[config.mk]
export PLATFORM = sky130hd
export DESIGN_NAME = load_store_unit_flat
export DESIGN_NICKNAME = d
export VERILOG_FILES = /design/src/rtl/load_store_unit_if.sv /design/src/rtl/load_store_unit.sv /design/src/flat_wrapper.sv
export SDC_FILE = /design/constraint.sdc
export NUM_CORES = 1
export LEC_CHECK = 0
export ABC_AREA = 1
export CAP_MARGIN = 20
export CORE_AREA = 4 4 116 118
export CTS_CLUSTER_DIAMETER = 80
export DETAILED_ROUTE_END_ITERATION = 12
export DIE_AREA = 0 0 120 122
export PLACE_DENSITY = 0.85
export SYNTH_ARGS = -nofsm -noshare
export SYNTH_HDL_FRONTEND = slang
export SYNTH_SLANG_ARGS = --single-unit
[constraint.sdc]
create_clock -name clk -period 5.42 [get_ports clk]
set_clock_uncertainty 0.1 [all_clocks]
set_input_delay 0.813 -clock clk [delete_from_list [all_inputs] [get_ports clk]]
set_output_delay 0.813 -clock clk [all_outputs]
set_load 0.03 [all_outputs]
[src/rtl/load_store_unit_if.sv]
// -----------------------------------------------------------------------------
// load_store_unit_if
//   Bundles the signals between the load/store unit and its neighbours:
//   the core request/response handshake and the word-organised data memory port.
//
//   Core request : req_valid, req_ready, req_we, req_funct3, req_addr, req_wdata
//   Core response: resp_valid, resp_rdata, resp_err
//   Memory port  : mem_addr, mem_r_enable, mem_w_enable, mem_wdata, mem_rdata
//
//   modport slave  - the load/store unit itself
//   modport master - the environment (core plus data memory)
// -----------------------------------------------------------------------------
interface load_store_unit_if #(
  parameter int ADDR_W = 32
);
  logic              req_valid;
  logic              req_ready;
  logic              req_we;
  logic [2:0]        req_funct3;
  logic [ADDR_W-1:0] req_addr;
  logic [31:0]       req_wdata;

  logic              resp_valid;
  logic [31:0]       resp_rdata;
  logic              resp_err;

  logic [ADDR_W-1:0] mem_addr;
  logic              mem_r_enable;
  logic              mem_w_enable;
  logic [31:0]       mem_wdata;
  logic [31:0]       mem_rdata;

  modport slave (
    input  req_valid, req_we, req_funct3, req_addr, req_wdata, mem_rdata,
    output req_ready, resp_valid, resp_rdata, resp_err,
           mem_addr, mem_r_enable, mem_w_enable, mem_wdata
  );

  modport master (
    output req_valid, req_we, req_funct3, req_addr, req_wdata, mem_rdata,
    input  req_ready, resp_valid, resp_rdata, resp_err,
           mem_addr, mem_r_enable, mem_w_enable, mem_wdata
  );
endinterface

[src/rtl/load_store_unit.sv]
// -----------------------------------------------------------------------------
// load_store_unit
//   Turns RV32I loads/stores (LB/LH/LW/LBU/LHU/SB/SH/SW) into whole-word
//   accesses on a memory with one-cycle registered read and word-only write.
//   Sub-word stores are performed as read-modify-write. Misaligned requests
//   and illegal funct3 codes are answered with resp_err without any memory
//   access.
//
//   Ports:
//     clk  - clock, all state changes on the rising edge
//     rst  - asynchronous active-high reset
//     bus  - load_store_unit_if.slave (request, response and memory port)
// -----------------------------------------------------------------------------
module load_store_unit #(
  parameter int ADDR_W = 32
) (
  input  logic              clk,
  input  logic              rst,
  load_store_unit_if.slave  bus
);

  typedef enum logic [2:0] {
    IDLE,
    READ,
    RD_DATA,
    WRITE,
    RESP
  } state_t;

  state_t            state;
  state_t            state_next;

  // Request captured at the handshake edge; later input changes are ignored.
  logic              we_q;
  logic [2:0]        funct3_q;
  logic [ADDR_W-1:0] addr_q;
  // Store word: req_wdata for SW, replaced by the merged word for SB/SH.
  logic [31:0]       wdata_q;
  logic [31:0]       resp_rdata_q;
  logic              resp_err_q;

  logic              accept;
  logic              req_bad;
  logic [4:0]        shamt;
  logic [31:0]       lane;
  logic [31:0]       mask;
  logic [31:0]       load_data;
  logic [31:0]       merge_data;

  assign accept = bus.req_valid & bus.req_ready;

  // Legality of the incoming request: funct3 class plus natural alignment.
  // NOTE: every signal driven from always_comb gets a default first so no
  // path leaves it unassigned, which would infer a latch.
  always_comb begin
    req_bad = 1'b1;
    case (bus.req_funct3)
      3'b000:  req_bad = 1'b0;
      3'b001:  req_bad = bus.req_addr[0];
      3'b010:  req_bad = |bus.req_addr[1:0];
      3'b100:  req_bad = bus.req_we;
      3'b101:  req_bad = bus.req_we | bus.req_addr[0];
      default: req_bad = 1'b1;
    endcase
  end

  always_comb begin
    state_next = state;
    case (state)
      IDLE: begin
        if (accept) begin
          if (req_bad)
            state_next = RESP;
          else if (bus.req_we && bus.req_funct3 == 3'b010)
            state_next = WRITE;
          else
            state_next = READ;
        end
      end
      READ:    state_next = RD_DATA;
      RD_DATA: state_next = we_q ? WRITE : RESP;
      WRITE:   state_next = RESP;
      RESP:    state_next = IDLE;
      default: state_next = IDLE;
    endcase
  end

  // Shift the addressed lane down to bit 0. Legal halfword/word accesses are
  // aligned, so the same shift serves all sizes (zero for LW).
  assign shamt = {addr_q[1:0], 3'b000};
  assign lane  = bus.mem_rdata >> shamt;

  always_comb begin
    load_data = lane;
    case (funct3_q)
      3'b000:  load_data = {{24{lane[7]}}, lane[7:0]};
      3'b100:  load_data = {24'h0, lane[7:0]};
      3'b001:  load_data = {{16{lane[15]}}, lane[15:0]};
      3'b101:  load_data = {16'h0, lane[15:0]};
      default: load_data = lane;
    endcase
  end

  // Read-modify-write merge: funct3_q[0] distinguishes SH from SB.
  assign mask       = funct3_q[0] ? 32'h0000_FFFF : 32'h0000_00FF;
  assign merge_data = (bus.mem_rdata & ~(mask << shamt)) | ((wdata_q & mask) << shamt);

  // NOTE: sequential state uses non-blocking assignments only, so every
  // register samples the values present before the clock edge.
  always_ff @(posedge clk or posedge rst) begin
    if (rst)
      state <= IDLE;
    else
      state <= state_next;
  end

  // NOTE: the request and response registers are cleared by reset as well,
  // because mem_addr and resp_rdata must read 0 while rst is high.
  always_ff @(posedge clk or posedge rst) begin
    if (rst) begin
      we_q         <= 1'b0;
      funct3_q     <= 3'b000;
      addr_q       <= '0;
      wdata_q      <= 32'h0;
      resp_rdata_q <= 32'h0;
      resp_err_q   <= 1'b0;
    end else begin
      if (accept) begin
        we_q     <= bus.req_we;
        funct3_q <= bus.req_funct3;
        addr_q   <= bus.req_addr;
        wdata_q  <= bus.req_wdata;
        if (req_bad) begin
          resp_rdata_q <= 32'h0;
          resp_err_q   <= 1'b1;
        end
      end
      if (state == RD_DATA) begin
        if (we_q) begin
          wdata_q <= merge_data;
        end else begin
          resp_rdata_q <= load_data;
          resp_err_q   <= 1'b0;
        end
      end
      if (state == WRITE) begin
        resp_rdata_q <= 32'h0;
        resp_err_q   <= 1'b0;
      end
    end
  end

  assign bus.req_ready    = (state == IDLE) & ~rst;
  assign bus.resp_valid   = (state == RESP);
  assign bus.resp_rdata   = resp_rdata_q;
  assign bus.resp_err     = resp_err_q;
  assign bus.mem_addr     = {addr_q[ADDR_W-1:2], 2'b00};
  assign bus.mem_r_enable = (state == READ);
  assign bus.mem_w_enable = (state == WRITE);
  assign bus.mem_wdata    = (state == WRITE) ? wdata_q : 32'h0;

endmodule
[src/flat_wrapper.sv]
// flat-port wrapper written by rule: the top's interface ports become plain ports
module load_store_unit_flat 
#(
  parameter int ADDR_W = 32
)
  (clk, rst, bus_req_valid, bus_req_we, bus_req_funct3, bus_req_addr, bus_req_wdata, bus_mem_rdata, bus_req_ready, bus_resp_valid, bus_resp_rdata, bus_resp_err, bus_mem_addr, bus_mem_r_enable, bus_mem_w_enable, bus_mem_wdata);
  load_store_unit_if #(.ADDR_W(ADDR_W)) bus_i ();
  input  logic clk;
  input  logic rst;
  input wire logic [$bits(bus_i.req_valid)-1:0] bus_req_valid;
  input wire logic [$bits(bus_i.req_we)-1:0] bus_req_we;
  input wire logic [$bits(bus_i.req_funct3)-1:0] bus_req_funct3;
  input wire logic [$bits(bus_i.req_addr)-1:0] bus_req_addr;
  input wire logic [$bits(bus_i.req_wdata)-1:0] bus_req_wdata;
  input wire logic [$bits(bus_i.mem_rdata)-1:0] bus_mem_rdata;
  output wire logic [$bits(bus_i.req_ready)-1:0] bus_req_ready;
  output wire logic [$bits(bus_i.resp_valid)-1:0] bus_resp_valid;
  output wire logic [$bits(bus_i.resp_rdata)-1:0] bus_resp_rdata;
  output wire logic [$bits(bus_i.resp_err)-1:0] bus_resp_err;
  output wire logic [$bits(bus_i.mem_addr)-1:0] bus_mem_addr;
  output wire logic [$bits(bus_i.mem_r_enable)-1:0] bus_mem_r_enable;
  output wire logic [$bits(bus_i.mem_w_enable)-1:0] bus_mem_w_enable;
  output wire logic [$bits(bus_i.mem_wdata)-1:0] bus_mem_wdata;
  assign bus_i.req_valid = bus_req_valid;
  assign bus_i.req_we = bus_req_we;
  assign bus_i.req_funct3 = bus_req_funct3;
  assign bus_i.req_addr = bus_req_addr;
  assign bus_i.req_wdata = bus_req_wdata;
  assign bus_i.mem_rdata = bus_mem_rdata;
  assign bus_req_ready = bus_i.req_ready;
  assign bus_resp_valid = bus_i.resp_valid;
  assign bus_resp_rdata = bus_i.resp_rdata;
  assign bus_resp_err = bus_i.resp_err;
  assign bus_mem_addr = bus_i.mem_addr;
  assign bus_mem_r_enable = bus_i.mem_r_enable;
  assign bus_mem_w_enable = bus_i.mem_w_enable;
  assign bus_mem_wdata = bus_i.mem_wdata;
  load_store_unit #(.ADDR_W(ADDR_W)) u_core (.clk(clk), .rst(rst), .bus(bus_i));
endmodule
# Word level (Yosys, flattened, before mapping)
# Cells that the tools add are included.
# totals
wordCells	57
out_inout_bits	101
reg_bits	104
inputBits	103
# op_classes
n_mux	22
eq_ne	12
shift	3
n_reduce_logical	5
n_bitwise	8
# op_table
cell	n
two-way mux 32 bit	9
one-hot mux 32 bit (4 select lines)	1
AND 32 bit	2
left shift 32 x 5 -> 32 bit	2
NOT 32 bit	1
bitwise OR 32 bit	1
right shift 32 x 5 -> 32 bit	1
two-way mux 16 bit	1
equality test 3 bit (second input constant)	5
one-hot mux 3 bit (4 select lines)	1
equality test 3 x 1 -> 1 bit (second input constant)	3
equality test 3 x 2 -> 1 bit (second input constant)	3
zero test 3 bit	3
two-way mux 3 bit	3
two-way mux 1 bit	5
one-hot mux 1 bit (5 select lines)	1
AND 1 bit	2
two-way mux 2 bit	1
inequality test 2 x 1 -> 1 bit (second input constant)	1
OR reduction 2 bit	1
logical AND 1 bit	1
NOT 1 bit	1
bitwise OR 1 bit	1

# Logic depth before layout (Yosys ltp)
# Gate-level depths: netlist of the first run.
# depth
ltp_word	7
depth_mapped	9
ltp_nobuf	8

# Least setup slack after synthesis of the first run
# OpenSTA, ideal clock, no wires.
# synth_path
kind	register to output
start	reg u_core.state[2]
end	out bus_mem_wdata[10]
t_required_ns	4.507
setup_slack_ns	3.249
path_buffers	1
path_stages_with_launch	5
t_arrival_ns	1.258
cell_sequence	dfrtp_1 -> inv_2 -> nand3_1 -> clkbuf_1 -> nor2_1
# synth_between
elab_chain_len	2
# synth_rtl
item	line_no	rtl
start, declared	load_store_unit.sv:30	state_t state;
start signal, assigned	load_store_unit.sv:114	state <= state_next;
equality test 3 x 2 -> 1 bit	load_store_unit.sv:160	assign bus.mem_wdata = (state == WRITE) ? wdata_q : 32'h0;
two-way mux 32 bit	load_store_unit.sv:160	
end, declared	flat_wrapper.sv:23	output wire logic [$bits(bus_i.mem_wdata)-1:0] bus_mem_wdata;
# No other way between the ends.

# Worst setup path in the final report of the first run
# layout_path
start	in rst
end	out bus_req_ready
# layout_between
elab_chain_len	2
# layout_rtl
item	line_no	rtl
start, declared	flat_wrapper.sv:9	input logic rst;
NOT 1 bit	load_store_unit.sv:153	assign bus.req_ready = (state == IDLE) & ~rst;
AND 1 bit	load_store_unit.sv:153	
end, declared	flat_wrapper.sv:16	output wire logic [$bits(bus_i.req_ready)-1:0] bus_req_ready;
# No other way between the ends.

==> results of run 1 <==
## through the flow
stage / total power [mW] / hold slack [ps] / cell area, µm² / util / std cells
floorplan: 3.16 / 350 / 6110 / - / 894
global placement: 3.79 / 360 / 7910 / 0.634 / 1190
detailed placement: 3.84 / 365 / 7910 / 0.634 / 1190
CTS: 4.53 / 383 / 8210 / 0.659 / 1206
global route: 4.85 / 394 / 8210 / 0.659 / 1206
finish: 4.53 / 379 / 8210 / 0.659 / 1206
## power by group through the flow
stage | combinational (mW) | sequential, mW | clock, mW
6_report | 2.46 | 1.39 | 0.675
5_1_grt | 2.70 | 1.44 | 0.710
4_1_cts | 2.46 | 1.39 | 0.681
3_5_place_dp | 2.44 | 1.40 | 0
3_3_place_gp | 2.40 | 1.39 | 0
2_1_floorplan | 1.59 | 1.56 | 0
## cell families after synthesis
family | count (synthesis)
AND/OR/NAND/NOR | 520
AO/OA/AOI/OAI | 113
flip-flops | 104
buffers and inverters | 155
other | 1
## critical path, cell delays in order
cell and delay, ps:
clkdlybuf4s50_1 530, nor2_2 180, clkdlybuf4s50_1 680
## registers in the layout, summed over array words and instances, names as in the netlist
name	count
u_core.wdata_q	32
u_core.funct3_q	3
u_core.addr_q	32
u_core.bus.resp_rdata	32
u_core.we_q	1
u_core.state	3
u_core.bus.resp_err	1
## per-layer routing
metal / up-vias / global-route usage
met5: - / 0
met4: 0 / 0.0909
met3: 48 / 0.0469
met2: 288 / 0.427
met1: 2899 / 0.334
li1: 3048 / -
## final timing paths
kind	startpoint	endpoint	slack, ps	cells after the start
worst max-delay path	rst	bus_req_ready	2300	3
worst min-delay path	u_core.addr_q[4]$_DFFE_PP0N_	u_core.addr_q[4]$_DFFE_PP0N_	380	2
worst max register to register	u_core.addr_q[1]$_DFFE_PP0N_	u_core.wdata_q[26]$_DFF_PP0_	2720	5
worst min register to register	u_core.addr_q[4]$_DFFE_PP0N_	u_core.addr_q[4]$_DFFE_PP0N_	380	2
max in group asynchronous	rst	u_core.addr_q[27]$_DFFE_PP0N_	3210	3
min in group asynchronous	rst	u_core.addr_q[8]$_DFFE_PP0N_	1030	2
## synthesized netlist by cell type
cell type | instances | area (µm²)
nand3_1 | 73 | 365
nor4_1 | 1 | 6.26
buf_4 | 35 | 263
nor3_1 | 2 | 10.0
nor2_4 | 2 | 22.5
nand4_1 | 4 | 25.0
o211ai_1 | 23 | 173
nand2_1 | 370 | 1390
nand3_2 | 2 | 20.0
inv_2 | 6 | 22.5
inv_1 | 66 | 248
nand2_2 | 2 | 12.5
conb_1 | 1 | 3.75
dfrtp_1 | 104 | 2600
a21boi_1 | 1 | 7.51
o22ai_1 | 4 | 25.0
nor2_2 | 4 | 25.0
a21oi_1 | 17 | 85.1
o21ai_1 | 20 | 100
buf_2 | 23 | 115
clkbuf_1 | 24 | 90.1
nor2_1 | 59 | 221
o21ai_0 | 46 | 230
buf_6 | 1 | 11.3
a21oi_2 | 2 | 17.5
nor3_4 | 1 | 16.3
## final cells by class
| cell class | instances | area, µm² |
|---|---|---|
| clock buffer | 9 | 225 |
| tap | 172 | 215 |
| multi-input combinational | 635 | 2760 |
| clock inverter | 7 | 78.8 |
| inverter | 72 | 273 |
| fill | 1106 | 4250 |
| sequential | 104 | 2600 |
| timing repair buffer | 207 | 2060 |
==> flow_summary.ini, run 1 <==
[status]
status = finished, final reports clean

[floorplanning]
die-height_um = 122
core_area_um2 = 12500
initial_core_util = 0.490
pin_count = 204
chipWidth_um = 120
dieArea_um2 = 14600
num_rows = 41

[route]
dr_wl_met3_um = 1580
vias_per_cell = 5.21
ant_nets = 0
met1Wirelength_um = 7770
wirelength_um = 19000
drt_drc_violations_left = 0
wl_per_cell_um = 15.7
highest-signal-layer = met4
dr.pass1.iters = 7
met2_wirelength_um = 9080
num_vias = 6283
drt-initial-drc-count = 626

[clocking]
cts.sinks = 104
cts.clk_slew.worst_paths_ps = 70
cts_setup_buffers = 0
clk_latency_ps = 350
postCtsHoldBufs = 0
numCtsBuffers = 9
cts_tree = done
root_buffer = clkbuf_16
cts_resized = 0
htreeDepth = 3
clk_path_buf_depth = 2

[placed_design]
pre_cts_slack_ps = 2290
io_buffers = 201
place_hpwl_um = 13500
gp_congestion = 0.930

[global_routing]
grt.total_usage = 0.256
gr-total-overflow = 0
grt_pass1_vias = 5902
antenna_found_initial = 0
grt_pass1_wl_um = 29900
grt_max_degree = 74

[logic_synthesis]
yosysUniqueCellTypes = 26
synth_fa_ha_area_frac = 0
synth_compound_area_frac = 0.104
syn-instance-count = 893
syn_area_um2 = 6110
ys.warnings.count = 0
synthSimpleGateAreaFrac = 0.346
syn_area_per_cell_um2 = 6.84
synth_xor_area_frac = 0
synth-seq-cells = 104
ys_seq_area_frac = 0.426
synthMuxAreaShare = 0
synth_top_family_by_area = simple AND/OR/NAND/NOR gates

[critical_path]
endpoint_kind = primary output
crit_fanout = 3
crit_arrival_ps = 2210
worstSetupStartpointType = primary input
setup.worst_path.class = primary input to primary output
critPathRequiredTime_ps = 4510

[power]
ir_worst_vdd_uv = 254
cellLeakagePower_nw = 3.98
power.share.clock = 0.149
sequentialPowerShare = 0.308
switching_share = 0.472
comb_power_share = 0.543
switching_power_mw = 2.14
p_per_area_nw_per_um2 = 552
p_int_mw = 2.39

[layout]
layout.nets = 1132
antenna_cells = 0
area_growth_pct = 34.5
final_common_cell = nand2_1
final_cell_mix = nand2_1, clkdlybuf4s50_1, dfrtp_1
drive_gt1_frac = 0.0416

[timing]
tns_ps = 0
finalWorstSetupSlack_ps = 2300
min_period_ps = 3120
rsz0062_at_grt = false
hold_viol = 0
setup_viol = 0
worstMarginPinSlew_ps = 1040
fmax_mhz = 320
slew_viol_final = 0
relSlewSlack = 0.308
fin_crit_sh = 0.576

[min_path]
hp-class = register to register

[job]
cap_viol_max_count = 0
Note: power is estimated with default switching activity, not from simulation.
==> run 2: changes to the inputs <==
Settings changed: CORE_AREA 4 4 116 118 to 4 4 126 128, DIE_AREA 0 0 120 122 to 0 0 130 132, PLACE_DENSITY 0.85 to 0.76.
Clock period 5.42 ns to 2.5 ns, I/O delays scaled along.
==> run 2 against run 1 <==
Net effect:
- sequential power up 110%
- non-clock buffer count up 12
- cell area up 1.7%
- worst hold slack better by 4.3 ps
- clock-buffer cell count up 1
- via count down 0.70%
- first-iteration DRC count up 7.2%
==> flow_summary.ini, run 2 (synthesis gave the netlist of run 1 again) <==
[floorplanning]
dieArea_um2 = 17200
pin_count = 204
core_area_um2 = 14900
num_rows = 45
die-height_um = 132
chipWidth_um = 130
initial_core_util = 0.411

[clocking]
postCtsHoldBufs = 0
cts_setup_buffers = 0
numCtsBuffers = 9
root_buffer = clkbuf_16
clk_path_buf_depth = 2
clk_latency_ps = 350
cts_tree = done
cts.sinks = 104
cts_resized = 0
cts.clk_slew.worst_paths_ps = 70
htreeDepth = 3

[global_routing]
grt.total_usage = 0.225
grt_max_degree = 105
grt_pass1_vias = 6006
gr-total-overflow = 0
antenna_found_initial = 0
grt_pass1_wl_um = 30800

[critical_path]
endpoint_kind = primary output
crit_top_cell = nor2_2
crit_chain = nor2_2 > nand2_2 > nor2_2 > clkdlybuf4s50_1
setup.worst_path.class = register to primary output
worstSetupStartpointType = register
critPathRequiredTime_ps = 2030
crit_fanout = 4
slowest_stage = clkdlybuf4s50_1
crit_arrival_ps = 1860
cpPeakStageDelay_ps = 690

[timing]
fin_crit_sh = 0.936
worstMarginPinSlew_ps = 688
min_period_ps = 2340
setup_viol = 0
fmax_mhz = 427
tns_ps = 0
rsz0062_at_grt = false
hold_viol = 0
slew_viol_final = 0
relSlewSlack = 0.542
finalWorstSetupSlack_ps = 160

[power]
cellLeakagePower_nw = 4.13
ir_worst_vdd_uv = 543
p_per_area_nw_per_um2 = 1190

[route]
wl_per_cell_um = 15.8
ant_nets = 0
vias_per_cell = 5.06
wirelength_um = 19500
drt-initial-drc-count = 671
drt_drc_violations_left = 0
dr.pass1.iters = 7
num_vias = 6239

[placed_design]
gp_congestion = 0.947
place_hpwl_um = 14600
pre_cts_slack_ps = 364
io_buffers = 201

[layout]
antenna_cells = 0
layout.nets = 1144
fillers = 1416
final_cell_mix = nand2_1, clkdlybuf4s50_1, dfrtp_1
area_growth_pct = 36.7
final_common_cell = nand2_1
drive_gt1_frac = 0.0841

[min_path]
hp-class = register to register

[job]
cap_viol_max_count = 0

[status]
status = finished, final reports clean
[run 2: cell types whose count changed in the layout (fill, tap and decap cells not counted)]
cell | before | now
clkinv_8 | 0 | 1
inv_4 | 1 | 0
buf_12 | 0 | 9
clkinv_4 | 1 | 0
clkbuf_8 | 0 | 1
buf_4 | 6 | 42
clkinv_2 | 1 | 0
bufinv_16 | 1 | 0
inv_6 | 1 | 3
clkdlybuf4s50_1 | 201 | 168
[run 2: layout make-up]
class	instances	area, µm²	area share
clock buffer	10	239	0.0286
inverter	72	274	0.0328
clock inverter	6	61.3	0.00734
sequential	104	2600	0.312
timing repair buffer	219	2180	0.261
multi-input combinational	635	2760	0.331
tap	188	235	0.0282
[run 2: routing by layer]
metal  vias up  track usage  routed length [µm]
met5         -            0                   0
met2       265        0.359                9260
met3        44       0.0405                1530
met4         0       0.0930                 716
met1      2857        0.299                8010
li1       3073            -                   -
[run 2: metrics by stage]
step                instance area [µm²]  utilization  cells  hold WS [ps]  power [mW]
global route                       8350        0.562   1234           405        10.7
CTS                                8350        0.562   1234           385        9.94
global placement                   8050        0.542   1218           361        8.39
finish                             8350        0.562   1234           383        9.92
detailed placement                 8050        0.542   1218           365        8.47
floorplan                          6110            -    894           350        6.84
[run 2: worst paths after layout]
| kind | from | end | slack (ps) | cells past startpoint |
|---|---|---|---|---|
| min | u_core.addr_q[4]$_DFFE_PP0N_ | u_core.addr_q[4]$_DFFE_PP0N_ | 380 | 2 |
| min reg2reg | u_core.addr_q[4]$_DFFE_PP0N_ | u_core.addr_q[4]$_DFFE_PP0N_ | 380 | 2 |
| min in group asynchronous | rst | u_core.addr_q[24]$_DFFE_PP0N_ | 570 | 4 |
| max in group asynchronous | rst | u_core.bus.resp_rdata[5]$_DFF_PP0_ | 1310 | 4 |
| max | u_core.state[0]$_DFFE_PP0P_ | bus_req_ready | 160 | 4 |
| max reg2reg | u_core.funct3_q[1]$_DFFE_PP0N_ | u_core.bus.resp_rdata[16]$_DFF_PP0_ | 610 | 7 |
[run 2: power breakdown]
part / internal, mW / leakage (nW) / switching [mW]
sequential: 2.47 / 1.33 / 0.496
clock: 0.731 / 0.145 / 0.713
combinational: 2.02 / 2.66 / 3.49
[run 2: critical path, delay by kind of cell (launching register included)]
kind	cells	cell delay (ps)
flip-flops	1	410
buffers and inverters	1	690
AND/OR/NAND/NOR	3	410
